===== src/rtl/note_pkg.sv =====
// -----------------------------------------------------------------------------
// note_pkg
// Shared definitions for the song note reader: the reader FSM state type,
// the note word layout (bit 31 flags end-of-song) and the default address and
// data widths of the 64x32 note RAM.
// -----------------------------------------------------------------------------
package note_pkg;

    localparam int NOTE_END_BIT = 31;
    localparam int NOTE_ADDR_W  = 6;
    localparam int NOTE_DATA_W  = 32;

    typedef enum logic [2:0] {
        ST_IDLE      = 3'd0,
        ST_WAIT_BEAT = 3'd1,
        ST_FETCH     = 3'd2,
        ST_LATCH     = 3'd3,
        ST_DONE      = 3'd4
    } note_state_e;

endpackage


===== src/rtl/note_reader.sv =====
// -----------------------------------------------------------------------------
// note_reader
// Beat-driven reader for the song note memory. Each accepted beat fetches the
// next note word from an external synchronous note RAM (one-cycle read
// latency) and presents its payload to the game datapath.
//
// Ports:
//   clk        in   system clock
//   resetn     in   asynchronous active-low reset
//   beat       in   one-cycle beat tick from the tempo divider
//   start      in   one-cycle pulse, begins or restarts playback
//   pause      in   level, suppresses beat acceptance while high
//   ram_addr   out  note RAM read address (registered)
//   ram_q      in   note RAM read data, valid one cycle after ram_addr
//   note_valid out  one-cycle pulse, note_data/beat_index updated
//   note_data  out  payload bits [30:0] of the fetched word
//   beat_index out  RAM address of the word behind note_data
//   playing    out  high while a song is in progress
//   done       out  high once the song has ended
//
// Build option:
//   NOTE_READER_LOOP_EN  when defined, the song wraps back to address 0 at its
//                        end instead of stopping; done then pulses once per
//                        wrap and playing stays high.
// -----------------------------------------------------------------------------
module note_reader
    import note_pkg::*;
#(
    parameter int ADDR_W   = NOTE_ADDR_W,
    parameter int DATA_W   = NOTE_DATA_W,
    parameter int SONG_LEN = 64
) (
    input  logic              clk,
    input  logic              resetn,
    input  logic              beat,
    input  logic              start,
    input  logic              pause,
    output logic [ADDR_W-1:0] ram_addr,
    input  logic [DATA_W-1:0] ram_q,
    output logic              note_valid,
    output logic [DATA_W-2:0] note_data,
    output logic [ADDR_W-1:0] beat_index,
    output logic              playing,
    output logic              done
);

    localparam logic [ADDR_W-1:0] LAST_ADDR = ADDR_W'(SONG_LEN - 1);
    localparam logic [ADDR_W-1:0] ADDR_ZERO = {ADDR_W{1'b0}};
    localparam logic [ADDR_W-1:0] ADDR_ONE  = ADDR_W'(1'b1);

    note_state_e       r_state;
    note_state_e       w_next_state;

    logic [ADDR_W-1:0] r_ram_addr;
    logic [ADDR_W-1:0] w_ram_addr_nxt;
    logic [ADDR_W-1:0] r_beat_index;
    logic [ADDR_W-1:0] w_beat_index_nxt;
    logic [DATA_W-2:0] r_note_data;
    logic [DATA_W-2:0] w_note_data_nxt;
    logic              r_note_valid;
    logic              w_note_valid_nxt;
    logic              r_playing;
    logic              w_playing_nxt;
    logic              r_done;
    logic              w_done_nxt;

    logic              w_end_marker;
    logic              w_last_addr;
    logic              w_stop;

    // A fetched word ends the song either by carrying the END flag or by
    // sitting at the last playable address.
    assign w_end_marker = ram_q[NOTE_END_BIT];
    assign w_last_addr  = (r_ram_addr == LAST_ADDR);
    assign w_stop       = w_end_marker | w_last_addr;

    // State register.
    always_ff @(posedge clk or negedge resetn) begin
        if (!resetn) begin
            r_state <= ST_IDLE;
        end else begin
            r_state <= w_next_state;
        end
    end

    // Next-state logic.
    always_comb begin
        w_next_state = r_state;
        case (r_state)
            ST_IDLE: begin
                if (start) begin
                    w_next_state = ST_WAIT_BEAT;
                end else begin
                    w_next_state = ST_IDLE;
                end
            end
            ST_WAIT_BEAT: begin
                // A beat arriving while paused is dropped, not queued.
                if (beat && !pause) begin
                    w_next_state = ST_FETCH;
                end else begin
                    w_next_state = ST_WAIT_BEAT;
                end
            end
            ST_FETCH: begin
                w_next_state = ST_LATCH;
            end
            ST_LATCH: begin
                if (w_stop) begin
`ifdef NOTE_READER_LOOP_EN
                    w_next_state = ST_WAIT_BEAT;
`else
                    w_next_state = ST_DONE;
`endif
                end else begin
                    w_next_state = ST_WAIT_BEAT;
                end
            end
            ST_DONE: begin
                if (start) begin
                    w_next_state = ST_WAIT_BEAT;
                end else begin
                    w_next_state = ST_DONE;
                end
            end
            default: begin
                w_next_state = ST_IDLE;
            end
        endcase
    end

    // Next values of the registered outputs.
    always_comb begin
        w_ram_addr_nxt   = r_ram_addr;
        w_note_valid_nxt = 1'b0;
        w_note_data_nxt  = r_note_data;
        w_beat_index_nxt = r_beat_index;
        w_done_nxt       = 1'b0;
        case (r_state)
            ST_IDLE: begin
                w_ram_addr_nxt = ADDR_ZERO;
            end
            ST_DONE: begin
                if (start) begin
                    w_ram_addr_nxt = ADDR_ZERO;
                end else begin
                    w_ram_addr_nxt = r_ram_addr;
                end
            end
            ST_LATCH: begin
                // An END word is consumed silently; everything else is shown.
                if (!w_end_marker) begin
                    w_note_valid_nxt = 1'b1;
                    w_note_data_nxt  = ram_q[DATA_W-2:0];
                    w_beat_index_nxt = r_ram_addr;
                end else begin
                    w_note_valid_nxt = 1'b0;
                end
                if (w_stop) begin
`ifdef NOTE_READER_LOOP_EN
                    w_ram_addr_nxt = ADDR_ZERO;
                    w_done_nxt     = 1'b1;
`else
                    w_ram_addr_nxt = r_ram_addr;
`endif
                end else begin
                    w_ram_addr_nxt = r_ram_addr + ADDR_ONE;
                end
            end
            default: begin
                w_ram_addr_nxt = r_ram_addr;
            end
        endcase
`ifndef NOTE_READER_LOOP_EN
        w_done_nxt = (w_next_state == ST_DONE);
`endif
        w_playing_nxt = (w_next_state == ST_WAIT_BEAT) ||
                        (w_next_state == ST_FETCH)     ||
                        (w_next_state == ST_LATCH);
    end

    // Output and datapath registers; reset discards any in-flight fetch.
    always_ff @(posedge clk or negedge resetn) begin
        if (!resetn) begin
            r_ram_addr   <= {ADDR_W{1'b0}};
            r_note_valid <= 1'b0;
            r_note_data  <= {(DATA_W-1){1'b0}};
            r_beat_index <= {ADDR_W{1'b0}};
            r_playing    <= 1'b0;
            r_done       <= 1'b0;
        end else begin
            r_ram_addr   <= w_ram_addr_nxt;
            r_note_valid <= w_note_valid_nxt;
            r_note_data  <= w_note_data_nxt;
            r_beat_index <= w_beat_index_nxt;
            r_playing    <= w_playing_nxt;
            r_done       <= w_done_nxt;
        end
    end

    assign ram_addr   = r_ram_addr;
    assign note_valid = r_note_valid;
    assign note_data  = r_note_data;
    assign beat_index = r_beat_index;
    assign playing    = r_playing;
    assign done       = r_done;

endmodule

===== config.mk =====
export PLATFORM = sky130hd
export DESIGN_NAME = note_reader
export DESIGN_NICKNAME = d
export VERILOG_FILES = /design/src/rtl/note_pkg.sv /design/src/rtl/note_reader.sv
export SDC_FILE = /design/constraint.sdc
export NUM_CORES = 1
export LEC_CHECK = 0
export BUFFER_PORTS_ARGS = -buffer_cell sky130_fd_sc_hd__clkbuf_2
export CAP_MARGIN = 15
export CORE_MARGIN = 3
export CORE_UTILIZATION = 47
export DETAILED_ROUTE_END_ITERATION = 8
export PLACE_DENSITY = 0.9
export SETUP_SLACK_MARGIN = 0.15
export SLEW_MARGIN = 20
export SYNTH_ARGS = -nofsm -noshare
export SYNTH_HDL_FRONTEND = slang
export SYNTH_SLANG_ARGS = --single-unit

===== constraint.sdc =====
create_clock -name clk -period 2.6 [get_ports clk]
set_clock_uncertainty 0.2 [all_clocks]
set_input_delay 0.39 -clock clk [delete_from_list [all_inputs] [get_ports clk]]
set_output_delay 0.39 -clock clk [all_outputs]
set_load 0.1 [all_outputs]

==> metrics.md, run 1 <==
| Metric | Value |
|---|---|
| Main combinational cell family by area after synthesis | `multiplexers` |
| Site Rows | `22` |
| Initial antenna violation count | `0` |
| Tot GR Track Use | `0.1715` |
| Slew Limit Fails | `0` |
| Clk_lat worst skew | `0.29 ns` |
| Clock-pin slew on the worst setup and hold paths | `0.09 ns` |
| Total gr overflow | `0` |
| Inst Count DP | `262` |
| Chip height | `70.38 µm` |
| Wire per inst | `14.72 µm` |
| Placeable Area | `0.003826 mm²` |
| Relative slew margins | `0.6174` |
| Final setup fails | `0` |
| Crit path DAT | `2.07 ns` |
| Post-synthesis compound-gate area fraction | `0.07836` |
| Reg area | `0.001226 mm²` |
| Status | `finished, final reports clean` |
| Layout Cells excl Fill | `271` |
| EDFF count, synth | `0` |
| Crit path required time | `2.62 ns` |
| 1st-pass router iterations | `4` |
| Synth Warn # | `0` |
| Sequential-to-total area share from yosys stat | `0.6294` |
| Diodes inserted | `0` |
| CTS Buf Count | `5` |
| Mux share of post-synthesis cell area | `0.2197` |
| Total I/O pin count | `83` |
| Port-buffer cells | `82` |
| Post-DP Area | `0.002421 mm²` |
| Most common cell after layout, fill and taps aside | `clkbuf_2` |
| Filler instances | `281` |
| Starting Density | `0.5092` |
| FFs w/ async S/R, synth | `1.000` |
| Worst reg-to-reg setup slack | `0.55 ns` |
| Final hold viol count | `0` |
| Cell Area, Synth | `0.001948 mm²` |
| CTS tree | `built` |
| Synth cell types | `24` |
| Residual DRC | `0` |
| Syn-to-layout area delta | `30.76%` |
| H-tree Lvls | `2` |
| Max Used Layer | `met4` |
| DRT Wirelength | `3988 µm` |
| Finished Core Util | `0.6658` |
| Pin count of the biggest net entering global routing | `50` |
| HP Class | `input port to flip-flop` |
| CP endpoint kind | `flip-flop` |
| Final Cycle Share | `0.7872` |
| Vias | `1442` |
| Via density | `5.321` |
| Share of layout cells above drive strength 1 | `0.5964` |
| Root buffer cell | `clkbuf_8` |
| Ys flop type | `dfrtp_1` |
| Die area | `0.004953 mm²` |
| ANT nets after route | `0` |
| Met1 wire length | `1630 µm` |
| Initial DRC count | `66` |
| Final GP Congestion | `0.7707` |
| Final Cell Area | `0.002547 mm²` |
| Final #Nets | `260` |
| Setup Fix Bufs, Post-CTS | `0` |
| Worst-margin pin slew | `0.5738 ns` |
| Critical Path Start Type | `flip-flop` |
| Area of the multi-input gates | `690.7 µm²` |
| Maximum operating frequency | `0.4886 GHz` |
| Most frequent cells in the layout | `clkbuf_2 (82), dfrtp_1 (49), mux2_2 (38), clkbuf_8 (6)` |
| RSZ-0062 raised after global routing | `no` |
| Post-synthesis adder-cell area fraction | `0.006423` |
| Xor and xnor fraction of the mapped netlist area | `0` |
| Max-Cap Viols | `0` |
| DP HPWL | `2868 µm` |
| Die X | `70.38 µm` |
| Simple logic cell fraction of the synthesized area | `0.05010` |
| Syn_nets | `171` |
| Met3 routed WL | `279 µm` |
| Setup TNS | `0 ns` |
| Vias in the first global route | `1491` |
| Met2 WL | `1969 µm` |
| Minimum clock period | `2.047 ns` |
| Register bit total from synthesis | `49` |
| Clk buf depth | `2` |
| Mapped Cells | `133` |
| First-pass GRT wire length | `6720 µm` |
| Worst Setup Path Type | `flip-flop to flip-flop` |
| Clock sink count | `49` |
| Syn Area/Cell | `14.65 µm²` |
| Crit Path Max Fanout | `7` |
==> stage by stage <==
step	worst slack (ns)	hold slack [ns]
final	0.5533	0.1210
after global routing	0.4187	0.1164
after CTS	0.5682	0.1152
after detailed placement	0.5995	0.2951
after global placement	0.6724	0.2885
after floorplan	0.2203	-0.1056
==> flip-flops by register name, summed over array words and instances (netlist names) <==
signal,flops
done,1
ram_addr,6
r_state,3
playing,1
note_valid,1
note_data,31
beat_index,6
==> worst paths after layout <==
check | from | end | cells after the start
min in group asynchronous | resetn | note_data[12]$_DFFE_PN0P_ | 3
max reg2reg | r_state[0]$_DFF_PN0_ | ram_addr[5]$_DFFE_PN0P_ | 4
min | ram_q[13] | note_data[13]$_DFFE_PN0P_ | 2
max | r_state[0]$_DFF_PN0_ | ram_addr[5]$_DFFE_PN0P_ | 4
min reg2reg | note_data[2]$_DFFE_PN0P_ | note_data[2]$_DFFE_PN0P_ | 1
max in group asynchronous | resetn | note_data[18]$_DFFE_PN0P_ | 3
==> cell families (layout without fill, tap and decap cells) <==
group,count (synthesis),count (layout)
compound gates,21,21
fa+ha+maj,1,1
buf+inv,7,97
flops,49,49
mux,38,38
simple gates,17,17
==> cell type report <==
type | count | share of cell area
clock buffer | 7 | 0.03389
multi-input combinational | 77 | 0.2711
tap | 48 | 0.02358
clock inverter | 1 | 0.01179
sequential | 49 | 0.4813
inverter | 3 | 0.004420
timing repair buffer | 86 | 0.1739
==> cell usage after synthesis, drive strengths merged (2+ instances only) <==
library cell | number | area (µm²)
inv | 3 | 11.26
buf | 4 | 20.02
nand2 | 4 | 15.01
nor2b | 2 | 12.51
o31ai | 3 | 22.52
o41ai | 3 | 26.28
nor2 | 4 | 15.01
a21boi | 2 | 15.01
nand3 | 2 | 10.01
o21ai | 4 | 20.02
o211ai | 2 | 15.01
dfrtp | 49 | 1226
a21oi | 3 | 15.01
mux2 | 38 | 427.9
==> critical path, cell delays in order, from the launching register on <==
cell and delay [ns]:
dfrtp_1 0.46, nor2_1 0.39, o221ai_2 0.23, or4_1 0.54
a21boi_1 0.15
==> what timing repair did <==
item | 4_1_cts | 5_1_grt
setup endpoints to repair | 0 | 0
hold endpoints to repair | 10 | 0
gates resized for setup | 0 | 0
hold buffers | 1 | 0
==> layer usage <==
metal / global-route usage / vias up
met2: 0.2911 / 62
met3: 0.04892 / 11
met1: 0.1944 / 693
met5: 0 / -
li1: - / 676
met4: 0.08936 / 0
Power of run 1 is not shown: default switching activity piles up to over one toggle a cycle in this logic, so the estimate is an artifact.
==> run 2: changes to the inputs <==
--- a/config.mk
+++ b/config.mk
@@ -8,9 +8,9 @@
 export BUFFER_PORTS_ARGS = -buffer_cell sky130_fd_sc_hd__clkbuf_2
 export CAP_MARGIN = 15
 export CORE_MARGIN = 3
-export CORE_UTILIZATION = 47
+export CORE_UTILIZATION = 42
 export DETAILED_ROUTE_END_ITERATION = 8
-export PLACE_DENSITY = 0.9
+export PLACE_DENSITY = 0.86
 export SETUP_SLACK_MARGIN = 0.15
 export SLEW_MARGIN = 20
 export SYNTH_ARGS = -nofsm -noshare
==> constraint.sdc (replaced) <==
create_clock -name clk -period 1.65 [get_ports clk]
set_clock_uncertainty 0.2 [all_clocks]
set_input_delay 0.2475 -clock clk [delete_from_list [all_inputs] [get_ports clk]]
set_output_delay 0.2475 -clock clk [all_outputs]
set_load 0.1 [all_outputs]
==> run 2 against run 1 <==
- the run now ends with negative setup slack left
- global-route usage increased by 8.1 points
- via count increased by 24%
- maximum frequency grew 11%
- first-iteration DRC count up 45%
- flip-flop and latch count is the same
- register-to-register slack got worse by 0.74 ns
- largest cell class is now non-clock buffers
==> metrics.md, run 2 (synthesized netlist as in run 1, its figures left out) <==
| Metric | Value |
|---|---|
| Largest register FFs | `31 (unchanged)` |
| Relative slew margins | `0.5599 (was 0.6174)` |
| Maximum operating frequency | `0.5436 GHz (was 0.4886 GHz)` |
| Tot GR Track Use | `0.2527 (was 0.1715)` |
| Final Cycle Share | `1.115 (was 0.7872)` |
| Total I/O pin count | `83 (unchanged)` |
| Diodes inserted | `0 (unchanged)` |
| Final hold viol count | `0 (unchanged)` |
| Minimum clock period | `1.840 ns (was 2.047 ns)` |
| Failing checks | `negative setup slack` |
| DRT Wirelength | `6799 µm (was 3988 µm)` |
| Pin count of the biggest net entering global routing | `26 (was 50)` |
| Clk buf depth | `2 (unchanged)` |
| Crit path DAT | `1.81 ns (was 2.07 ns)` |
| Vias | `1782 (was 1442)` |
| Worst Reg-to-Reg Cells | `6 (was 4)` |
| Total gr overflow | `0 (unchanged)` |
| RSZ-0062 raised after global routing | `yes (was no)` |
| Final WS setup | `-0.1896 ns (was 0.5533 ns)` |
| Final #Nets | `324 (was 260)` |
| Post-DP Area | `0.002833 mm² (was 0.002421 mm²)` |
| Syn-to-layout area delta | `86.26% (was 30.76%)` |
| Die X | `74.11 µm (was 70.38 µm)` |
| Share of layout cells above drive strength 1 | `0.6481 (was 0.5964)` |
| Initial DRC count | `96 (was 66)` |
| DP HPWL | `3572 µm (was 2868 µm)` |
| Vias in the first global route | `1968 (was 1491)` |
| Critical Path Start Type | `flip-flop (unchanged)` |
| 1st-pass router iterations | `4 (unchanged)` |
| Chip height | `74.11 µm (was 70.38 µm)` |
| Status | `finished, violations left (was finished, final reports clean)` |
| Most frequent cells in the layout | `dfrtp_1 (43), clkbuf_2 (36), buf_4 (35), dlygate4sd3_1 (32), clkbuf_4 (23) (was clkbuf_2 (82), dfrtp_1 (49), mux2_2 (38), clkbuf_8 (6))` |
| Slew Limit Fails | `0 (unchanged)` |
| Root buffer cell | `clkbuf_8 (unchanged)` |
| Starting Density | `0.4413 (was 0.5092)` |
| Clk_lat worst skew | `0.30 ns (was 0.29 ns)` |
| Worst-margin pin slew | `0.6602 ns (was 0.5738 ns)` |
| Clock-pin slew on the worst setup and hold paths | `0.09 ns (about the same)` |
| H-tree Lvls | `2 (unchanged)` |
| Initial antenna violation count | `0 (unchanged)` |
| Final GP Congestion | `0.8232 (was 0.7707)` |
| Die area | `0.005492 mm² (was 0.004953 mm²)` |
| Filler instances | `216 (was 281)` |
| First-pass GRT wire length | `10230 µm (was 6720 µm)` |
| Wire per inst | `20.06 µm (was 14.72 µm)` |
| CTS tree | `built (unchanged)` |
| Port-buffer cells | `82 (unchanged)` |
| Inst Count DP | `288 (was 262)` |
| Layout Cells excl Fill | `339 (was 271)` |
| Clock sink count | `49 (unchanged)` |
| HP Class | `input port to flip-flop (unchanged)` |
| Site Rows | `24 (was 22)` |
| Crit Path Max Fanout | `6 (was 7)` |
| Residual DRC | `0 (unchanged)` |
| Worst Setup Path Type | `flip-flop to flip-flop (unchanged)` |
| Crit path required time | `1.62 ns (was 2.62 ns)` |
| Final Cell Area | `0.003628 mm² (was 0.002547 mm²)` |
| CP endpoint kind | `flip-flop (unchanged)` |
| ANT nets after route | `0 (unchanged)` |
| Final setup fails | `43 (was 0)` |
| Placeable Area | `0.004414 mm² (was 0.003826 mm²)` |
| CTS Buf Count | `5 (unchanged)` |
| Via density | `5.257 (was 5.321)` |
| Hold depth | `3 (was 2)` |
| Max-Cap Viols | `0 (unchanged)` |
| Most common cell after layout, fill and taps aside | `dfrtp_1 (was clkbuf_2)` |
==> run 2: metal layers <==
metal | wire length (µm) | part of all wire | track usage | up-vias
li1 | - | - | - | 791
met1 | 2568 | 0.38 | 0.2767 | 893
met2 | 3650 | 0.54 | 0.4705 | 76
met3 | 382 | 0.056 | 0.06081 | 22
met4 | 197 | 0.029 | 0.09256 | 0
met5 | 0 | 0 | 0 | -
==> run 2: worst max-delay path, stage by stage, from the launching register on <==
cell and delay (ns):
dfrtp_1 0.40, buf_6 0.13, and4bb_4 0.28, o221ai_4 0.16, buf_6 0.15, o211ai_1 0.24
o41ai_2 0.14
==> run 2: path summary, 6_finish.rpt <==
check / from / to / slack, ns
worst max-delay path: r_state[0]$_DFF_PN0_ / ram_addr[2]$_DFFE_PN0P_ / -0.19
worst min-delay path: beat / r_state[1]$_DFF_PN0_ / 0.03
worst max register to register: r_state[0]$_DFF_PN0_ / ram_addr[2]$_DFFE_PN0P_ / -0.19
worst min register to register: note_data[9]$_DFFE_PN0P_ / note_data[9]$_DFFE_PN0P_ / 0.31
max in group asynchronous: resetn / beat_index[4]$_DFFE_PN0P_ / 0.38
min in group asynchronous: resetn / note_data[12]$_DFFE_PN0P_ / 0.34
==> run 2: through the flow <==
stage	setup WS (ns)	hold WS, ns	util	setup TNS [ns]
2_1_floorplan	-0.1912	-0.2481	-	-1.765
3_3_place_gp	-0.1262	0.09378	0.6417	-1.661
3_5_place_dp	-0.2183	0.1095	0.6417	-3.620
4_1_cts	-0.1553	0.01711	0.7959	-3.527
5_1_grt	-0.2311	0.03572	0.8220	-5.949
6_report	-0.1896	0.02950	0.8220	-4.529
==> run 2: repair_timing <==
action,CTS,global route
pin swaps,1,4
setup buffers,6,4
gates cloned,0,1
hold buffers,32,0
hold endpoints to repair,52,0
gates resized for setup,55,17
setup endpoints to repair,79,55
==> run 2: layout make-up <==
cell class | count | area, µm² | area share
timing repair buffer | 150 | 1308 | 0.3603
sequential | 49 | 1246 | 0.3434
multi-input combinational | 77 | 864.6 | 0.2383
clock buffer | 5 | 68.82 | 0.01897
clock inverter | 3 | 65.06 | 0.01793
tap | 52 | 65.06 | 0.01793
inverter | 3 | 11.26 | 0.003103
Power of run 2 is left out for the same reason.
